File: src/rtl/multicycle_main_fsm.sv
// Main control FSM for the multicycle ARM core: sequences fetch, decode, execute,
// memory and writeback, with an optional memory-ready handshake.
module multicycle_main_fsm #(
    parameter bit          MEM_HANDSHAKE = 1'b1,
    parameter int unsigned STATE_W       = 4
) (
    input  logic               clk,
    input  logic               reset,
    input  logic [1:0]         Op,
    input  logic [5:0]         Funct,
    input  logic [3:0]         Rd,
    input  logic               NoWrite,
    input  logic               CondEx,
    input  logic               mem_ready,
    output logic               IRWrite,
    output logic               AdrSrc,
    output logic [1:0]         ALUSrcA,
    output logic [1:0]         ALUSrcB,
    output logic [1:0]         ResultSrc,
    output logic               ALUOp,
    output logic               PCWrite,
    output logic               RegWrite,
    output logic               MemWrite,
    output logic               instr_done,
    output logic               illegal_op,
    output logic [STATE_W-1:0] state
);

    typedef enum logic [STATE_W-1:0] {
        StFetch    = STATE_W'(0),
        StDecode   = STATE_W'(1),
        StMemAdr   = STATE_W'(2),
        StMemRead  = STATE_W'(3),
        StMemWb    = STATE_W'(4),
        StMemWrite = STATE_W'(5),
        StExecR    = STATE_W'(6),
        StExecI    = STATE_W'(7),
        StAluWb    = STATE_W'(8),
        StBranch   = STATE_W'(9)
    } state_e;

    state_e state_q, state_d, cur;
    logic   rdy;
    logic   pc_dest;
    logic   unused_funct;

    assign rdy          = MEM_HANDSHAKE ? mem_ready : 1'b1;
    assign pc_dest      = (Rd == 4'hF);
    assign unused_funct = ^Funct[4:1];
    assign state        = state_q;

    always_ff @(posedge clk) begin
        if (reset) state_q <= StFetch;
        else       state_q <= state_d;
    end

    always_comb begin
        state_d = StFetch;
        case (state_q)
            StFetch:    state_d = rdy ? StDecode : StFetch;
            StDecode: begin
                case (Op)
                    2'b00:   state_d = Funct[5] ? StExecI : StExecR;
                    2'b01:   state_d = StMemAdr;
                    2'b10:   state_d = StBranch;
                    default: state_d = StFetch;
                endcase
            end
            StMemAdr:   state_d = Funct[0] ? StMemRead : StMemWrite;
            StMemRead:  state_d = rdy ? StMemWb : StMemRead;
            StMemWrite: state_d = rdy ? StFetch : StMemWrite;
            StExecR,
            StExecI:    state_d = NoWrite ? StFetch : StAluWb;
            default:    state_d = StFetch;
        endcase
    end

    // Reset forces the FETCH select pattern and kills every strobe.
    always_comb begin
        IRWrite    = 1'b0;
        AdrSrc     = 1'b0;
        ALUSrcA    = 2'b00;
        ALUSrcB    = 2'b00;
        ResultSrc  = 2'b00;
        ALUOp      = 1'b0;
        PCWrite    = 1'b0;
        RegWrite   = 1'b0;
        MemWrite   = 1'b0;
        instr_done = 1'b0;
        illegal_op = 1'b0;
        cur        = reset ? StFetch : state_q;
        case (cur)
            StFetch: begin
                ALUSrcA   = 2'b01;
                ALUSrcB   = 2'b10;
                ResultSrc = 2'b10;
                IRWrite   = rdy;
                PCWrite   = rdy;
            end
            StDecode: begin
                ALUSrcA   = 2'b01;
                ALUSrcB   = 2'b10;
                ResultSrc = 2'b10;
                if (Op == 2'b11) begin
                    illegal_op = 1'b1;
                    instr_done = 1'b1;
                end
            end
            StMemAdr:   ALUSrcB = 2'b01;
            StMemRead:  AdrSrc = 1'b1;
            StMemWrite: begin
                AdrSrc     = 1'b1;
                MemWrite   = CondEx & rdy;
                instr_done = rdy;
            end
            StMemWb, StAluWb: begin
                ResultSrc  = (cur == StMemWb) ? 2'b01 : 2'b00;
                RegWrite   = CondEx & ~pc_dest;
                PCWrite    = CondEx & pc_dest;
                instr_done = 1'b1;
            end
            StExecR, StExecI: begin
                ALUSrcB    = (cur == StExecI) ? 2'b01 : 2'b00;
                ALUOp      = 1'b1;
                instr_done = NoWrite;
            end
            StBranch: begin
                ALUSrcB    = 2'b01;
                ResultSrc  = 2'b10;
                PCWrite    = CondEx;
                instr_done = 1'b1;
            end
            default: ;
        endcase
        if (reset) begin
            IRWrite    = 1'b0;
            PCWrite    = 1'b0;
            RegWrite   = 1'b0;
            MemWrite   = 1'b0;
            instr_done = 1'b0;
            illegal_op = 1'b0;
        end
    end

endmodule

File: config.mk
export PLATFORM = sky130hd
export DESIGN_NAME = multicycle_main_fsm
export DESIGN_NICKNAME = d
export VERILOG_FILES = /design/src/rtl/multicycle_main_fsm.sv
export SDC_FILE = /design/constraint.sdc
export NUM_CORES = 1
export LEC_CHECK = 0
export CAP_MARGIN = 15
export CORE_MARGIN = 2
export CORE_UTILIZATION = 35
export CTS_BUF_LIST = sky130_fd_sc_hd__clkbuf_8
export CTS_CLUSTER_DIAMETER = 40
export DETAILED_ROUTE_END_ITERATION = 8
export GPL_ROUTABILITY_DRIVEN = 0
export GPL_TIMING_DRIVEN = 0
export PLACE_DENSITY = 0.89
export REMOVE_ABC_BUFFERS = 1
export SETUP_SLACK_MARGIN = 0.1
export SLEW_MARGIN = 5
export SYNTH_ARGS = -nofsm -noshare
export SYNTH_HDL_FRONTEND = slang
export SYNTH_SLANG_ARGS = --single-unit
File: constraint.sdc
create_clock -name clk -period 1.5 [get_ports clk]
set_input_delay 0.15 -clock clk [delete_from_list [all_inputs] [get_ports clk]]
set_output_delay 0.15 -clock clk [all_outputs]
set_load 0.02 [all_outputs]
==> flow_summary_export.csv, run 1 <==
group,metric,value,unit
sta,setup_viol,5,
critical_path,cp.required,1.35,ns
layout,drive_gt1_frac,0.519,
sta,tns,-0.347,ns
synthesis,synth_fa_ha_area_frac,0,
placement,numPortBuffers,29,
sta,clock_skew,0.00549,ns
synthesis,synth_xor_area_frac,0.0530,
sta,max_freq,606,MHz
run,drv_cap,0,
synthesis,synth_area,495,um2
drt,wire_per_inst,17.3,um
layout,n_antenna_cell,0,
placement,pre_cts_slack,-0.717,ns
drt,wl,2.13,mm
layout,nets,127,
hold_path,min_path_type,"in2reg",
synthesis,yosysTopAreaCell,"dfxtp_1",
clocking,hold_buffers,0,
global_routing,grtUsageMet3,0.0739,
global_routing,met1_usage,0.185,
floorplan,ioPinCount,35,
layout,area_growth,113,%
global_routing,met2_usage,0.291,
clocking,cts_buffers,3,
critical_path,cpPeakStageDelay,0.36,ns
critical_path,worstPathMaxFanout,7,
synthesis,synth_top_area_share,0.162,
floorplan,die_area,0.00173,mm2
floorplan,die_w,41.6,um
synthesis,synthMuxAreaShare,0,
layout,mostFrequentLayoutCells,"17 x buf_4, 14 x buf_6, 10 x clkdlybuf4s50_1",
synthesis,avgSynthCellArea,7.74,um2
sta,slew_violations,0,
clocking,cts.sinks,4,
critical_path,r2r_slack,0.04,ns
synthesis,yosysSeqAreaShare,0.162,
synthesis,synth-seq-cells,4,
clocking,insertion_delay,0.22,ns
power_and_ir_drop,p_per_area,609,mW/mm2
global_routing,top_usage_layer,"met2",
floorplan,start_util,0.376,
global_routing,antenna_found_initial,0,
power_and_ir_drop,p_leak,0.490,nW
layout,largest_reg_flops,4,
floorplan,rows,13,
sta,rsz0062_at_grt,"yes",
synthesis,yosysWarnings,0,
synthesis,synth_cell_type_count,38,
clocking,tritoncts,"built",
layout,nFillCells,70,
sta,layout_min_cycle_time,1.65,ns
layout,final_cell_area,0.00106,mm2
critical_path,startpoint_type,"flip-flop",
synthesis,synth_compound_area_frac,0.177,
critical_path,critPathArrivalTime,1.50,ns
layout,final_common_cell,"buf_4",
critical_path,path_common_cell,"buf_4",
drt,initialDrtViolationCount,16,
drt,num_vias,737,
clocking,ctsRootBufferMaster,"clkbuf_8",
critical_path,critPathKind,"reg2out",
synthesis,synth_top_family_by_area,"simple AND/OR/NAND/NOR gates",
global_routing,grt.overflow.total,0,
clocking,htree_levels,1,
sta,period_share,1.10,
critical_path,endpoint_kind,"output pin",
clocking,path_clk_slew,0.04,ns
global_routing,grt_pass1_vias,576,
drt,drc,0,
floorplan,die_h,41.6,um
drt,routed_via_density,5.99,
global_routing,grt_pass1_wl,2.38,mm
clocking,cts_buffer_depth,2,
outcome,violations,"negative setup slack",
power_and_ir_drop,power,0.643,mW
sta,timing.final.ws_setup,-0.149,ns
outcome,status,"finished with violations",
critical_path,path_cells,"buf_4 > buf_4 > and4bb_2 > nand2_1 > nand4b_1 > buf_6",
synthesis,synth_simple_gate_area_frac,0.510,
sta,hold_violations,0,
floorplan,core,0.00132,mm2
power_and_ir_drop,vdd_drop_max,699,uV
global_routing,grt.total_usage,0.175,
drt,dr.pass1.iters,4,
synthesis,syn_inst,64,
synthesis,ys_top_cells_by_area,"dfxtp_1 16%, a211o_1 5.3%, nand2b_1 5.1%",
placement,dp_hpwl,941,um
drt,antenna_left,0,
critical_path,slowest_stage,"dfxtp_4",
placement,post_dp_cell_area,759,um2
global_routing,grt_max_degree,17,
Yosys cell counts:
| master | number |
|---|---|
| and4_1 | 1 |
| and4bb_2 | 1 |
| clkbuf_1 | 1 |
| xor2_1 | 2 |
| nand3b_1 | 3 |
| and2b_4 | 1 |
| a21o_1 | 1 |
| buf_6 | 1 |
| nand4_1 | 1 |
| a21boi_1 | 1 |
| buf_4 | 2 |
| or4b_1 | 1 |
| nor2_1 | 6 |
| and3_1 | 2 |
| a211o_1 | 3 |
| nand3_1 | 1 |
| nor2b_1 | 1 |
| nand2_1 | 1 |
| dfxtp_1 | 4 |
| a21oi_1 | 3 |
| xnor2_1 | 1 |
| nor3_1 | 3 |
| and3_2 | 1 |
| nor3b_2 | 1 |
| conb_1 | 1 |
| nand4bb_1 | 1 |
| o21ai_0 | 1 |
| or3b_1 | 1 |
| and2_1 | 1 |
| nand2b_1 | 4 |
| or2_1 | 1 |
| a31oi_1 | 3 |
| nor3b_1 | 1 |
| nor4bb_1 | 1 |
| nor2b_4 | 1 |
| buf_2 | 3 |
| o211ai_1 | 1 |
| nand4b_1 | 1 |
routing by layer:
layer / part of all wire / up-vias
met2: 0.48 / 51
met3: 0.089 / 11
li1: - / 327
met4: 0.037 / 0
met1: 0.39 / 348
met5: 0 / -
cells by family after synthesis:
| group | Yosys count |
|---|---|
| AND/OR/NAND/NOR | 36 |
| other | 1 |
| XOR/XNOR | 3 |
| buffers and inverters | 7 |
| flip-flops | 4 |
| AO/OA/AOI/OAI | 13 |
layout make-up:
cell class              count  area [um2]  share of cell area
repair buffers             48         447               0.423
flip-flops and latches      4        95.1              0.0900
well taps                  15        18.8              0.0178
clock buffers               3        41.3              0.0391
multi-input cells          53         454               0.430
timing repair:
action,in CTS,in global routing
pin swaps,5,14
cloned,0,0
endpoints found under the hold margin,0,0
buffers inserted,9,11
endpoints found under the setup margin,18,15
gates resized for setup,80,29
path summary, 6_finish.rpt:
kind           endpoint      start  cells after the start
max          instr_done   state[2]                      6
min            state[0]  mem_ready                      3
max reg2reg    state[2]   state[0]                      4
min reg2reg    state[1]   state[1]                      3
metrics by stage:
stage | hold WS, ns | cells | util
after floorplan | 0.307 | 57 | -
after global placement | 0.730 | 101 | 0.576
after detailed placement | 0.745 | 101 | 0.576
after CTS | 0.548 | 113 | 0.663
after global routing | 0.636 | 123 | 0.802
final | 0.590 | 123 | 0.802
report_power, final:
group	leakage (nW)	total (mW)	internal, mW	switching, mW
logic	0.432	0.283	0.159	0.123
clock network	0.0216	0.235	0.172	0.0631
registers	0.0356	0.125	0.111	0.0139
worst max-delay path: cells and delay by family, from the launching register on:
family	cells	cell delay, ns
flip-flops	1	0.36
buffers and inverters	3	0.45
AND/OR/NAND/NOR	3	0.47
No activity file was read; power rests on OpenSTA's default activity.
==> inputs of run 2 (changes only) <==
- GPL_ROUTABILITY_DRIVEN: 0 -> not set
==> results of run 2 <==
No change in the layout: final DEF, timing and power equal those of run 1.
